## src/rtl/systolic_skew_feeder_pkg.sv

```systemverilog
// Shared definitions for the systolic input skew feeder.
// Holds the feeder FSM state encoding, the drain-length helper and the
// SIMD mode encodings that the feeder forwards unchanged to the PE array.
package systolic_skew_feeder_pkg;

    // Feeder control states
    typedef enum logic [1:0] {
        IDLE  = 2'd0,
        FEED  = 2'd1,
        DRAIN = 2'd2
    } state_e;

    // SIMD mode encodings understood by the PE; the feeder only carries them
    typedef enum logic [1:0] {
        SIMD_1X16 = 2'd0,
        SIMD_2X8  = 2'd1,
        SIMD_4X4  = 2'd2,
        SIMD_RSVD = 2'd3
    } simd_mode_e;

    // Cycles after the last handshake until the far-corner PE has absorbed
    // its final operand pair: skew to the corner plus the MAC latency.
    function automatic int unsigned drain_len(input int unsigned arr_height,
                                              input int unsigned arr_width,
                                              input int unsigned pe_lat);
        return arr_height + arr_width - 2 + pe_lat;
    endfunction

endpackage : systolic_skew_feeder_pkg

```

## src/rtl/systolic_skew_feeder_delay.sv

```systemverilog
// skew_delay_line: fixed-depth register delay line with async reset.
// Ports:
//   clk   - rising-edge clock
//   reset - async active-high, clears every stage
//   in    - WIDTH-bit sample entering stage 0
//   out   - WIDTH-bit sample leaving the last stage (registered)
module skew_delay_line #(
    parameter int unsigned WIDTH = 16,
    parameter int unsigned DEPTH = 1
) (
    input  logic             clk,
    input  logic             reset,
    input  logic [WIDTH-1:0] in,
    output logic [WIDTH-1:0] out
);

    localparam int unsigned BITS = DEPTH * WIDTH;

    // Stage 0 sits in the least-significant WIDTH bits
    logic [BITS-1:0] shift_q;
    logic [BITS-1:0] shift_d;

    // Shift by one stage; the oldest stage falls off the top
    always_comb begin
        shift_d = BITS'({shift_q, in});
    end

    always_ff @(posedge clk or posedge reset) begin
        if (reset) begin
            shift_q <= '0;
        end else begin
            shift_q <= shift_d;
        end
    end

    assign out = shift_q[BITS-1 -: WIDTH];

endmodule : skew_delay_line

```

## src/rtl/systolic_skew_feeder.sv

```systemverilog
// systolic_skew_feeder: input staging in front of systolic_array.
// Accepts one K-step (A column + B row) per handshake, skews lane i / j by
// i / j cycles so that step k meets at every PE(i,j) in the same cycle,
// pushes zero bubbles when input stalls, drains with zeros after the last
// step and pulses done once the far-corner PE has absorbed its last pair.
// Ports:
//   clk, reset              - clock, async active-high reset
//   start, k_len, simd_mode - tile launch (sampled only in IDLE)
//   in_valid / in_ready     - K-step handshake
//   a_col, b_row            - packed A lanes (rows) and B lanes (columns)
//   out_a, out_b            - skewed operands to array west / north edges
//   SIMD_control            - latched SIMD mode, held until next tile
//   busy, done              - FEED/DRAIN indicator, completion pulse
module systolic_skew_feeder #(
    parameter int unsigned WIDTH      = 16,
    parameter int unsigned ARR_HEIGHT = 4,
    parameter int unsigned ARR_WIDTH  = 4,
    parameter int unsigned K_BITS     = 8,
    parameter int unsigned PE_LAT     = 1
) (
    input  logic                          clk,
    input  logic                          reset,
    input  logic                          start,
    input  logic [K_BITS-1:0]             k_len,
    input  logic [1:0]                    simd_mode,
    input  logic                          in_valid,
    output logic                          in_ready,
    input  logic [ARR_HEIGHT*WIDTH-1:0]   a_col,
    input  logic [ARR_WIDTH*WIDTH-1:0]    b_row,
    output logic [ARR_HEIGHT*WIDTH-1:0]   out_a,
    output logic [ARR_WIDTH*WIDTH-1:0]    out_b,
    output logic [1:0]                    SIMD_control,
    output logic                          busy,
    output logic                          done
);

    import systolic_skew_feeder_pkg::*;

    localparam int unsigned D          = drain_len(ARR_HEIGHT, ARR_WIDTH, PE_LAT);
    localparam int unsigned DRAIN_BITS = (D < 2) ? 1 : $clog2(D + 1);

    state_e                  state_q,     state_d;
    logic [K_BITS-1:0]       k_len_q,     k_len_d;
    logic [K_BITS-1:0]       step_cnt_q,  step_cnt_d;
    logic [DRAIN_BITS-1:0]   drain_cnt_q, drain_cnt_d;
    logic [1:0]              simd_q,      simd_d;
    logic                    in_ready_q,  in_ready_d;
    logic                    busy_q,      busy_d;
    logic                    done_q,      done_d;

    // Lane values entering the delay lines this cycle (zero unless consumed)
    logic [ARR_HEIGHT*WIDTH-1:0] a_push;
    logic [ARR_WIDTH*WIDTH-1:0]  b_push;

    // Next-state, counters and lane selection
    always_comb begin
        state_d     = state_q;
        k_len_d     = k_len_q;
        step_cnt_d  = step_cnt_q;
        drain_cnt_d = drain_cnt_q;
        simd_d      = simd_q;
        done_d      = 1'b0;
        a_push      = '0;
        b_push      = '0;

        case (state_q)
            IDLE: begin
                if (start) begin
                    if (k_len != '0) begin
                        k_len_d    = k_len;
                        simd_d     = simd_mode;
                        step_cnt_d = '0;
                        state_d    = FEED;
                    end else begin
                        // Empty tile completes without touching the array
                        done_d = 1'b1;
                    end
                end
            end

            FEED: begin
                // Without in_valid the zero defaults form the bubble
                if (in_valid) begin
                    a_push     = a_col;
                    b_push     = b_row;
                    step_cnt_d = step_cnt_q + K_BITS'(1);
                    if (step_cnt_q == k_len_q - K_BITS'(1)) begin
                        state_d     = DRAIN;
                        drain_cnt_d = DRAIN_BITS'(D);
                    end
                end
            end

            DRAIN: begin
                drain_cnt_d = drain_cnt_q - DRAIN_BITS'(1);
                if (drain_cnt_q == DRAIN_BITS'(1)) begin
                    state_d = IDLE;
                    done_d  = 1'b1;
                end
            end

            default: begin
                state_d = IDLE;
            end
        endcase

        // Status flags track the state being entered so they stay registered
        in_ready_d = (state_d == FEED);
        busy_d     = (state_d != IDLE);
    end

    always_ff @(posedge clk or posedge reset) begin
        if (reset) begin
            state_q     <= IDLE;
            k_len_q     <= '0;
            step_cnt_q  <= '0;
            drain_cnt_q <= '0;
            simd_q      <= '0;
            in_ready_q  <= 1'b0;
            busy_q      <= 1'b0;
            done_q      <= 1'b0;
        end else begin
            state_q     <= state_d;
            k_len_q     <= k_len_d;
            step_cnt_q  <= step_cnt_d;
            drain_cnt_q <= drain_cnt_d;
            simd_q      <= simd_d;
            in_ready_q  <= in_ready_d;
            busy_q      <= busy_d;
            done_q      <= done_d;
        end
    end

    assign in_ready     = in_ready_q;
    assign busy         = busy_q;
    assign done         = done_q;
    assign SIMD_control = simd_q;

    // A lane i is delayed i+1 cycles; the last stage drives out_a directly
    for (genvar gi = 0; gi < ARR_HEIGHT; gi++) begin : g_a_skew
        skew_delay_line #(
            .WIDTH (WIDTH),
            .DEPTH (gi + 1)
        ) u_a_line (
            .clk   (clk),
            .reset (reset),
            .in    (a_push[gi*WIDTH +: WIDTH]),
            .out   (out_a[gi*WIDTH +: WIDTH])
        );
    end

    // B lane j is delayed j+1 cycles
    for (genvar gj = 0; gj < ARR_WIDTH; gj++) begin : g_b_skew
        skew_delay_line #(
            .WIDTH (WIDTH),
            .DEPTH (gj + 1)
        ) u_b_line (
            .clk   (clk),
            .reset (reset),
            .in    (b_push[gj*WIDTH +: WIDTH]),
            .out   (out_b[gj*WIDTH +: WIDTH])
        );
    end

endmodule : systolic_skew_feeder

```

## config.mk

```make
export PLATFORM = sky130hd
export DESIGN_NAME = systolic_skew_feeder
export DESIGN_NICKNAME = d
export VERILOG_FILES = /design/src/rtl/systolic_skew_feeder_pkg.sv /design/src/rtl/systolic_skew_feeder_delay.sv /design/src/rtl/systolic_skew_feeder.sv
export SDC_FILE = /design/constraint.sdc
export NUM_CORES = 1
export LEC_CHECK = 0
export ABC_AREA = 1
export ABC_CLOCK_PERIOD_IN_PS = 9940
export BUFFER_PORTS_ARGS = -buffer_cell sky130_fd_sc_hd__buf_2
export CAP_MARGIN = 20
export CORE_UTILIZATION = 48
export CTS_CLUSTER_SIZE = 24
export DETAILED_ROUTE_END_ITERATION = 8
export PLACE_DENSITY = 0.8
export SYNTH_ARGS = -nofsm -noshare
export SYNTH_HDL_FRONTEND = slang
export SYNTH_SLANG_ARGS = --single-unit
```

## constraint.sdc

```tcl
create_clock -name clk -period 9.94 [get_ports clk]
set_clock_uncertainty 0.1 [all_clocks]
set_input_delay 0.497 -clock clk [delete_from_list [all_inputs] [get_ports clk]]
set_output_delay 0.497 -clock clk [all_outputs]
set_load 0.02 [all_outputs]
```

After elaboration in Yosys (flattened, before gate mapping):

Index checks and enable logic that the tools add are counted.

* eq/ne operators: 9
* mux-type cells: 21
* add/subtract/negate cells: 3
* reduce and logical (&&, ||, !) cells: 8

Operators with widths (count)
* $mux W64: 4
* $mux W8: 3
* $pmux W8 S2: 1
* $mux W2: 5
* $add A8 B1 Y8 const B: 1
* $eq A8 B8 Y1: 1
* $ne A2 B2 Y1 const B: 4
* $reduce_bool A8 Y1: 1
* $sub A8 B1 Y8 const B: 1
* $mux W3: 2
* $pmux W2 S3: 1
* $pmux W3 S2: 1
* $reduce_and A3 Y1: 2
* $reduce_bool A2 Y1: 3
* $eq A2 B1 Y1 const B: 2
* $reduce_and A4 Y1: 1
* $eq A3 B1 Y1 const B: 1
* $mux W1: 3
* $sub A3 B1 Y3 const B: 1
* $eq A2 B2 Y1 const B: 1
* $logic_not A2 Y1: 1
* $pmux W1 S2: 1

* logic and storage cells: 57
* bits of input ports: 142
* flip-flop bits (word level): 346

Logic depth before layout (Yosys ltp):

Gate-level depths: netlist of run 1.

* depth in word-level cells: 6
* depth in mapped cells: 13
* mapped depth without buffers: 13

Hierarchy:

From an unflattened synthesis of run 1, not the netlist that was laid out.

* cell total of the unflattened synthesis: 907
* area total of the unflattened synthesis: 11364.6 µm²

By module, submodules not included
* skew_delay_line (g_a_skew[3].u_a_line ...): times used 2, sequential area each 1601.5 µm², cells an instance 81, area an instance 1725.4 µm²
* skew_delay_line (g_a_skew[2].u_a_line ...): times used 2, sequential area each 1201.2 µm², cells an instance 65, area an instance 1325.0 µm²
* systolic_skew_feeder: times used 1, sequential area each 650.6 µm², cells an instance 483, area an instance 2606.2 µm²
* skew_delay_line (g_a_skew[1].u_a_line ...): times used 2, sequential area each 800.8 µm², cells an instance 49, area an instance 924.6 µm²
* skew_delay_line (g_a_skew[0].u_a_line ...): times used 2, sequential area each 400.4 µm², cells an instance 17, area an instance 404.1 µm²

Least setup slack after synthesis of run 1:

Ideal clock, no wire load.

* path type: register -> register
* from: register k_len_q[0]
* to: register drain_cnt_q[0]
* stages on the path, launching flop included: 11
* path slack: 8.268 ns
* clock period less this slack: 1.672 ns
* data arrival time: 1.455 ns
* data required time: 9.723 ns
* setup time: 0.117 ns
* cells stage by stage: dfrtp_1 inv_1 ha_1 nand2_1 nand3_1 nor2_2 nand3_4 nor2_4 nand3_4 nand3_1 nand2_1

* word-level cells in the longest chain between the ends: 4

Ends and longest elaborated chain
* from (decl): line systolic_skew_feeder.sv:43 `logic [K_BITS-1:0] k_len_q, k_len_d;`
* from (signal assigned): line systolic_skew_feeder.sv:124 `k_len_q <= k_len_d;`
* $sub A8 B1 Y8: line systolic_skew_feeder.sv:87 `if (step_cnt_q == k_len_q - K_BITS'(1)) begin`
* $eq A8 B8 Y1: line systolic_skew_feeder.sv:87
* $ne A2 B2 Y1 (no line)
* $reduce_and A3 Y1 (no line)
* to (signal assigned): line systolic_skew_feeder.sv:126 `drain_cnt_q <= drain_cnt_d;`
* to (decl): line systolic_skew_feeder.sv:45 `logic [DRAIN_BITS-1:0] drain_cnt_q, drain_cnt_d;`

Every way passes these cells.
A chain may end at the register's enable or synchronous reset.

==> out/metrics.cfg, run 1 <==
[synth]
synth_common_cells=dfrtp_1, nand2_1, nor2_1, buf_4, inv_1
synth_cell_types=30
ys.warnings.count=0
ys_top_cells_by_area=dfrtp_1, buf_4, nand2_1
async_flop_share_pct=100
syn-cell-area_mm2=0.0115
yosysMostFrequentCell=dfrtp_1
synth-seq-area-share_pct=75.6
synth_nets=1058
ys_seq_elements=346
avgSynthCellArea_um2=12.6
synth_flop_cell=dfrtp_1
yosys.area.top_type=dfrtp_1
synth_edf_count=0
synth_top_area_share_pct=75.6
syn_inst=912

[drt]
wl_per_cell_um=14.5
via_per_inst=4.43
drc=0
first_pass_iters=4
drtAntennaViolNets=0
initialDrtViolationCount=297
vias=6419
drt_wl_total_um=21000

[sta]
setup_violations=0
final_hold_viol_count=0
slew_headroom_pct=31.2
min_period_ns=2.45
grt_setup_unrepaired=no
period_share_pct=24.7
fmax_mhz=407
worst_pin_slew_ns=1.03
fin_tns_setup_ns=0
drv_slew=0

[critical_path]
worstPathArrival_ns=2.81
path_class=input pin to asynchronous set/reset pin
cp.required_ns=10.30
crit_path_max_fanout=210
crit_path_start_kind=input pin
endpoint_kind=asynchronous set/reset pin

[die]
initial_core_util_pct=48.9
core_mm2=0.0234
num_rows=56
die_area_mm2=0.0245
die_w_um=156
pin_count=275
die_y_um=156

[layout]
ff_latch_area_mm2=0.00866
final_layout_size_suffix_gt1_share_pct=33.1
multi_input_area_mm2=0.00180
fin_cells=1448
syn_to_final_growth_pct=19.4
nets=1247
fillers=1875

[global_route]
busiest_layer=met2
use_met2_pct=31.2
antenna_found_initial=3
grt_use_total_pct=17.5
use_met1_pct=20.3
gr-usage-met3_pct=4.32
grt_pass1_wl_um=32900
first_global_vias=6578
grt_max_degree=211
gr-total-overflow=0

[cts]
ctsResizeCount=0
clk_pin_slew_ns=0.06
clockBufferDepth=3
hold_buffers=0
cts_tree=built
cts_buffers=34
cts_setup_buffers=0
h-tree-depth=2
clock_sinks=346
cts-root-buf=clkbuf_16
insertion_delay_ns=0.50

[power_and_ir_drop]
power.share.switching_pct=27.4
p_leak_nw=7.40
p_seq_share_pct=47.1
p_switching_mw=1.00
intPower_mw=2.67
power_frac_clock_pct=37.3
peakVddDrop_mv=0.145
power_density_mw_per_mm2=268
share_comb_of_total_power_pct=15.6

[flow_run]
drv_cap=0

[outcome]
outcome=completed

[placed_design]
numPortBuffers=274
gp_congestion=0.796
dp_hpwl_um=13200
dp.cells=1383

[min_path]
hold_path_class=input pin to flip-flop

## cells by family (layout without fill, tap and decap cells)
logic type	Yosys count	in the layout	share of synthesized area (%)
AND/OR/NAND/NOR	373	373	13.4
flip-flops	346	346	75.6
buffers and inverters	161	375	8.71
AO/OA/AOI/OAI	20	20	1.26
XOR/XNOR	8	8	0.612
adder cells (fa/ha/maj)	4	4	0.437
other	0	3	0
## cells in the final DEF (no fill, tap or decap), types with 4 or more instances in the layout
master / synthesis / layout
dfrtp_1: 346 / 346
buf_2: 9 / 273
nand2_1: 191 / 191
nor2_1: 139 / 139
clkbuf_16: 0 / 35
inv_1: 27 / 26
nand3_1: 16 / 16
nand2_2: 11 / 11
o21ai_2: 8 / 8
clkinv_2: 0 / 7
bufinv_16: 0 / 7
inv_2: 6 / 5
o21ai_0: 5 / 5
nand4_1: 5 / 5
clkbuf_1: 12 / 5
buf_4: 96 / 5
xnor2_1: 4 / 4
xor2_1: 4 / 4
ha_1: 4 / 4
## registers in the layout (all words and copies together) (netlist names)
register                   cells
SIMD_control                   2
busy                           1
done                           1
drain_cnt_q                    3
g_a_skew.u_a_line.out         16
g_a_skew.u_a_line.shift_q    144
g_b_skew.u_b_line.out         16
g_b_skew.u_b_line.shift_q    144
in_ready                       1
k_len_q                        8
state_q                        2
step_cnt_q                     8
## per-stage QoR
stage               setup WS (ns)  utilization [%]  instance area [um^2]  total power [mW]  hold slack (ns)
global placement             6.61             53.1                 12400              2.31            0.231
global route                 7.09             58.4                 13700              3.86           0.0931
finish                       7.49             58.4                 13700              3.67            0.105
CTS                          7.09             58.3                 13600              3.72           0.0858
floorplan                    4.71                -                 11500              2.21            0.231
detailed placement           6.55             53.1                 12400              2.33            0.235
## critical path, cell delays in order
cell and delay, ns:
buf_2 0.12, clkinvlp_4 0.06, buf_4 0.56, buf_4 0.29, buf_16 0.33, buf_12 0.77
## cell type report
type                            count  share of cell area (%)
Clock inverter                     19                    2.21
Multi-Input combinational cell    405                    13.1
Timing Repair Buffer              280                    10.6
Antenna cell                        3                  0.0549
Clock buffer                       42                    6.74
Tap cell                          319                    2.92
Inverter                           34                    1.02
Sequential cell                   346                    63.3
## path summary, 6_finish.rpt
kind                                                            startpoint                                         end  slack [ns]  cells after the start
worst max-delay path                                                 reset  g_b_skew[3].u_b_line.shift_q[31]$_DFF_PP0_        7.49                      6
max in group clk                                      state_q[0]$_DFF_PP0_                 SIMD_control[0]$_DFFE_PP0P_        7.71                      6
worst min register to register  g_b_skew[3].u_b_line.shift_q[31]$_DFF_PP0_  g_b_skew[3].u_b_line.shift_q[47]$_DFF_PP0_        0.23                      0
worst min-delay path                                             b_row[50]   g_b_skew[3].u_b_line.shift_q[2]$_DFF_PP0_        0.10                      3
min in group asynchronous                                            reset       g_b_skew[0].u_b_line.out[4]$_DFF_PP0_        0.15                      3
worst max register to register                        state_q[0]$_DFF_PP0_                 SIMD_control[0]$_DFFE_PP0P_        7.71                      6
## per-layer routing
metal  vias to the layer above  wire [um]
li1                       3053          -
met1                      3138       8150
met2                       193      11100
met3                        35       1270
met4                         0        520
met5                         -          0
## power by group through the flow
stage,Clock [mW],Combinational [mW],Sequential (mW)
3_3_place_gp,0,0.564,1.74
5_1_grt,1.46,0.642,1.75
2_1_floorplan,0,0.448,1.77
6_report,1.37,0.574,1.73
4_1_cts,1.40,0.584,1.73
3_5_place_dp,0,0.580,1.75
(Power assumes the default switching activity.)
==> inputs of run 2 (changes only) <==
ABC_CLOCK_PERIOD_IN_PS = 2260   (was 9940)
CORE_UTILIZATION = 53   (was 48)
PLACE_DENSITY = 0.83   (was 0.8)
clock period = 2.26 ns   (was 9.94 ns; I/O delays follow)
==> run 2 against run 1 <==
Against the previous run:
- worst hold slack got worse by 0.084 ns
- count of clock-buffer cells in the layout rose by 8
- global-route usage rose by 5.2 points
- critical path type is now flip-flop to flip-flop
==> out/metrics.cfg, run 2 (synthesized netlist as in run 1, its figures left out) <==
[layout]
final_common_cell=dfrtp_1
utilization_pct=71.8
syn_to_final_growth_pct=32.2
nets=1402
final_cell_mix=dfrtp_1, buf_2, nand2_1, dlygate4sd3_1, nor2_1
final_area_mm2=0.0151
final_layout_size_suffix_gt1_share_pct=30.1
reg.largest.list=g_a_skew.u_a_line.shift_q x144, g_b_skew.u_b_line.shift_q x144
fillers=1300

[drt]
initialDrtViolationCount=293
vias=7312
drt_wl_total_um=24700
wl_per_cell_um=15.9
drtAntennaViolNets=0
via_per_inst=4.70
drc=0
first_pass_iters=4

[cts]
cts_buffers=35
insertion_delay_ns=0.50
clock_sinks=346
cts_tree=built
clk_pin_slew_ns=0.06
hold_buffers=140
h-tree-depth=2
cts-root-buf=clkbuf_16
cts_setup_buffers=0
ctsResizeCount=0
clockBufferDepth=3

[critical_path]
crit_path_start=k_len_q[0]$_DFFE_PP0P_
crit_path_max_fanout=4
path_class=flip-flop to flip-flop
worstPathArrival_ns=2.12
critPathMaxStageDelay_ns=0.39
endpoint_kind=flip-flop
critical-path-top-delay-family=simple AND/OR/NAND/NOR gates
cp_cell_sequence=inv_1 -> ha_1 -> inv_1 -> nand2_1 -> nand2_1 -> nand2_1 -> nand2_2 -> nand3_4 -> nor2_4 -> nand2_1 -> nand2_1 -> nand4_1
ff2ff_path_depth=12
crit_top_cell=nand2_1
reg2reg_slack_ns=0.41
cp.required_ns=2.52
r2r-start=k_len_q[0]$_DFFE_PP0P_
crit_path_start_kind=flip-flop
r2r_end=busy$_DFF_PP0_
cpMaxStageDelayCell=dfrtp_1
critPathBufInv=2

[sta]
slew_headroom_pct=46.0
timing.final.ws_setup_ns=0.408
period_share_pct=82.0
worst_pin_slew_ns=0.808
grt_setup_unrepaired=no
min_period_ns=1.85
fmax_mhz=540
setup_violations=0
final_hold_viol_count=0
drv_slew=0
fin_tns_setup_ns=0

[placed_design]
dpl_cell_area_mm2=0.0126
post-place-ws_ns=0.407
dp_hpwl_um=14200
numPortBuffers=274
gp_congestion=0.840

[die]
die_y_um=149
num_rows=53
die_area_mm2=0.0222
die_w_um=149
initial_core_util_pct=54.3
pin_count=275
core_mm2=0.0211

[min_path]
min_to=step_cnt_q[4]$_DFFE_PP0P_
hold_path_class=input pin to flip-flop
hold_path_depth=5
worstHoldStart=in_valid

[global_route]
grt_pass1_wl_um=38300
grt_max_degree=71
gr-total-overflow=0
antenna_found_initial=1
grt_use_total_pct=22.7
first_global_vias=7663

[power_and_ir_drop]
p_total_mw=16.4
p_leak_nw=8.05
power_density_mw_per_mm2=1080
peakVddDrop_mv=0.622

[flow_run]
drv_cap=0

[outcome]
outcome=completed

[run 2: layer usage]
metal | part of all wire, % | vias to the layer above | global-route usage, %
li1 | - | 3365 | -
met1 | 37 | 3592 | 26.4
met2 | 54 | 279 | 40.6
met3 | 5.2 | 76 | 4.04
met4 | 3.8 | 0 | 10.5
met5 | 0 | - | 0
[run 2: worst min-delay path, delay by kind of cell]
kind                   cells  cell delay [ns]
AND/OR/NAND/NOR            3             0.24
buffers and inverters      1             0.13
AO/OA/AOI/OAI              1             0.08
[run 2: how the worst max path moves through the flow]
stage,to,slack [ns],cells after the start
2_1_floorplan,SIMD_control[0]$_DFFE_PP0P_,-2.58,1
3_5_place_dp,busy$_DFF_PP0_,0.41,10
6_report,busy$_DFF_PP0_,0.41,12
3_3_place_gp,drain_cnt_q[0]$_DFFE_PP0P_,0.51,10
5_1_grt,busy$_DFF_PP0_,0.23,12
4_1_cts,busy$_DFF_PP0_,0.41,10
[run 2: area by class of cell]
| cell class | instances | area, um^2 | area share, % |
|---|---|---|---|
| Inverter | 34 | 139 | 0.917 |
| Antenna cell | 1 | 2.50 | 0.0165 |
| Multi-Input combinational cell | 405 | 1800 | 11.9 |
| Clock buffer | 50 | 1010 | 6.68 |
| Tap cell | 275 | 344 | 2.27 |
| Sequential cell | 346 | 8660 | 57.2 |
| Clock inverter | 11 | 180 | 1.19 |
| Timing Repair Buffer | 434 | 3010 | 19.9 |
[run 2: report_power, final]
part | internal, mW | leakage (nW) | switching, mW
registers | 7.19 | 4.50 | 0.462
logic | 1.02 | 2.97 | 1.85
clock network | 3.59 | 0.583 | 2.26
total | 11.8 | 8.05 | 4.57
[run 2: stage by stage]
stage                     cells  hold slack [ns]
final                      1556           0.0212
after global routing       1555           0.0415
after CTS                  1555         0.000859
after detailed placement   1354            0.195
after global placement     1354            0.200
after floorplan             912            0.134
==> inputs of run 3 (changes only) <==
ABC_CLOCK_PERIOD_IN_PS = 1700   (was 2260)
CORE_UTILIZATION = 48   (was 53)
PLACE_DENSITY = 0.8   (was 0.83)
clock period = 1.7 ns   (was 2.26 ns; I/O delays follow)
==> run 3 against run 2 <==
Against the previous run:
- design area rose by 1.0%
- fmax rose by 11%
- register-to-register slack got worse by 0.38 ns
- highest routed layer unchanged
- first-iteration DRC count rose by 57%
- final cell count rose by 3.0%
- critical endpoint is now drain_cnt_q[0]$_DFFE_PP0P_
- critical path depth fell by 1
- clock power rose by 36%
- combinational power rose by 38%
- non-clock buffer count rose by 2
- sequential cell count did not move
==> out/metrics.cfg, run 3 (synthesized netlist as in run 1, its figures left out) <==
[die]
die_area_mm2=0.0245
pin_count=275
core_mm2=0.0234
die_w_um=156
die_y_um=156
initial_core_util_pct=48.9
num_rows=56

[power_and_ir_drop]
p_leak_nw=8.06
power_density_mw_per_mm2=1440
peakVddDrop_mv=1.06
p_total_mw=22.1

[layout]
fin_cells=1603
utilization_pct=65.4
nets=1404
final_common_cell=dfrtp_1
syn_to_final_growth_pct=33.6
reg.largest.list=g_a_skew.u_a_line.shift_q x144, g_b_skew.u_b_line.shift_q x144
final_cell_mix=dfrtp_1, buf_2, nand2_1, dlygate4sd3_1, nor2_1
final_layout_size_suffix_gt1_share_pct=30.6

[critical_path]
worstPathArrival_ns=1.97
path_class=flip-flop to flip-flop
crit_path_max_fanout=6
critPathBufInv=2
cp.required_ns=1.99
crit_path_start_kind=flip-flop
critical-path-top-delay-family=simple AND/OR/NAND/NOR gates
cp_cell_sequence=inv_2 -> ha_4 -> inv_2 -> nand2_1 -> nand3_1 -> nor2_2 -> nand3_4 -> nor2_4 -> nand3_4 -> nand3_1 -> nand2_1
reg2reg_slack_ns=0.03
endpoint_kind=flip-flop
cpMaxStageDelayCell=dfrtp_1
critPathMaxStageDelay_ns=0.36

[sta]
min_period_ns=1.67
drv_slew=0
timing.final.ws_setup_ns=0.0253
period_share_pct=98.5
final_hold_viol_count=0
whs_ns=0.0193
slew_headroom_pct=59.0
grt_setup_unrepaired=yes
worst_pin_slew_ns=0.614
fmax_mhz=597
setup_violations=0

[placed_design]
gp_congestion=0.783
numPortBuffers=274
post-place-ws_ns=-0.00914
dp_hpwl_um=14100
dp.cells=1392

[global_route]
gr-total-overflow=0
antenna_found_initial=1
use_met2_pct=37.8
grt_pass1_wl_um=39300
use_met1_pct=22.6
busiest_layer=met2
grt_use_total_pct=21.0
grt_max_degree=111
first_global_vias=7794
gr-usage-met3_pct=5.59

[drt]
initialDrtViolationCount=460
drt_wl_total_um=25600
drc=0
drtAntennaViolNets=0
first_pass_iters=5
via_per_inst=4.59
vias=7360
wl_per_cell_um=16.0

[cts]
clk_pin_slew_ns=0.06
cts_buffers=35
clockBufferDepth=3
clock_sinks=346
cts-root-buf=clkbuf_16
h-tree-depth=2
cts_tree=built
insertion_delay_ns=0.50

[flow_run]
drv_cap=0

[outcome]
outcome=completed

[min_path]
hold_path_class=input pin to asynchronous set/reset pin

## run 3: report_power, final
group / internal, mW / switching, mW / total (mW)
Clock: 4.90 / 3.06 / 7.96
Combinational: 1.46 / 2.50 / 3.96
Sequential: 9.56 / 0.608 / 10.2
Total: 15.9 / 6.17 / 22.1
## run 3: what timing repair did
| item | CTS | global route |
|---|---|---|
| endpoints found under the setup margin | 1 | 18 |
| endpoints found under the hold margin | 487 | 0 |
| hold buffers | 145 | 0 |
| buffers inserted | 0 | 3 |
| resized for setup | 1 | 11 |
| pin swaps | 2 | 8 |
## run 3: per-stage QoR
stage | instance area, um^2 | setup TNS, ns
floorplan | 11500 | -1077.95
global placement | 12600 | 0
detailed placement | 12600 | -0.00914
CTS | 15200 | 0
global route | 15300 | -0.201
finish | 15300 | 0
## run 3: layout make-up
cell class / instances / area [um^2]
multi-input cells: 405 / 1840
fillers: 1607 / 8100
well taps: 319 / 399
inverters: 34 / 139
clock buffers: 50 / 1040
flip-flops and latches: 346 / 8660
repair buffers: 436 / 3040
clock inverters: 11 / 176
diodes: 2 / 5.00
## run 3: layer usage
metal	share of wire, %	up-vias
met1	36	3631
met2	53	288
met4	4.0	0
met3	6.6	72
met5	0	-
li1	-	3369
## run 3: worst paths after layout
path / to / cells past startpoint / start
setup reg to reg: drain_cnt_q[0]$_DFFE_PP0P_ / 11 / k_len_q[0]$_DFFE_PP0P_
hold reg to reg: g_a_skew[3].u_a_line.shift_q[28]$_DFF_PP0_ / 0 / g_a_skew[3].u_a_line.shift_q[12]$_DFF_PP0_
min in group clk: g_a_skew[2].u_a_line.shift_q[3]$_DFF_PP0_ / 4 / a_col[35]
hold / removal: g_a_skew[2].u_a_line.shift_q[13]$_DFF_PP0_ / 3 / reset
max in group asynchronous: g_a_skew[3].u_a_line.shift_q[2]$_DFF_PP0_ / 4 / reset
setup / recovery: drain_cnt_q[0]$_DFFE_PP0P_ / 11 / k_len_q[0]$_DFFE_PP0P_
## run 3: worst reg2reg max path, cell delays in order, from the launching register on
cell     delay [ns]
dfrtp_1        0.36
inv_2          0.06
ha_4           0.27
inv_2          0.03
nand2_1        0.05
nand3_1        0.07
nor2_2         0.13
nand3_4        0.08
nor2_4         0.14
nand3_4        0.12
nand3_1        0.10
nand2_1        0.06
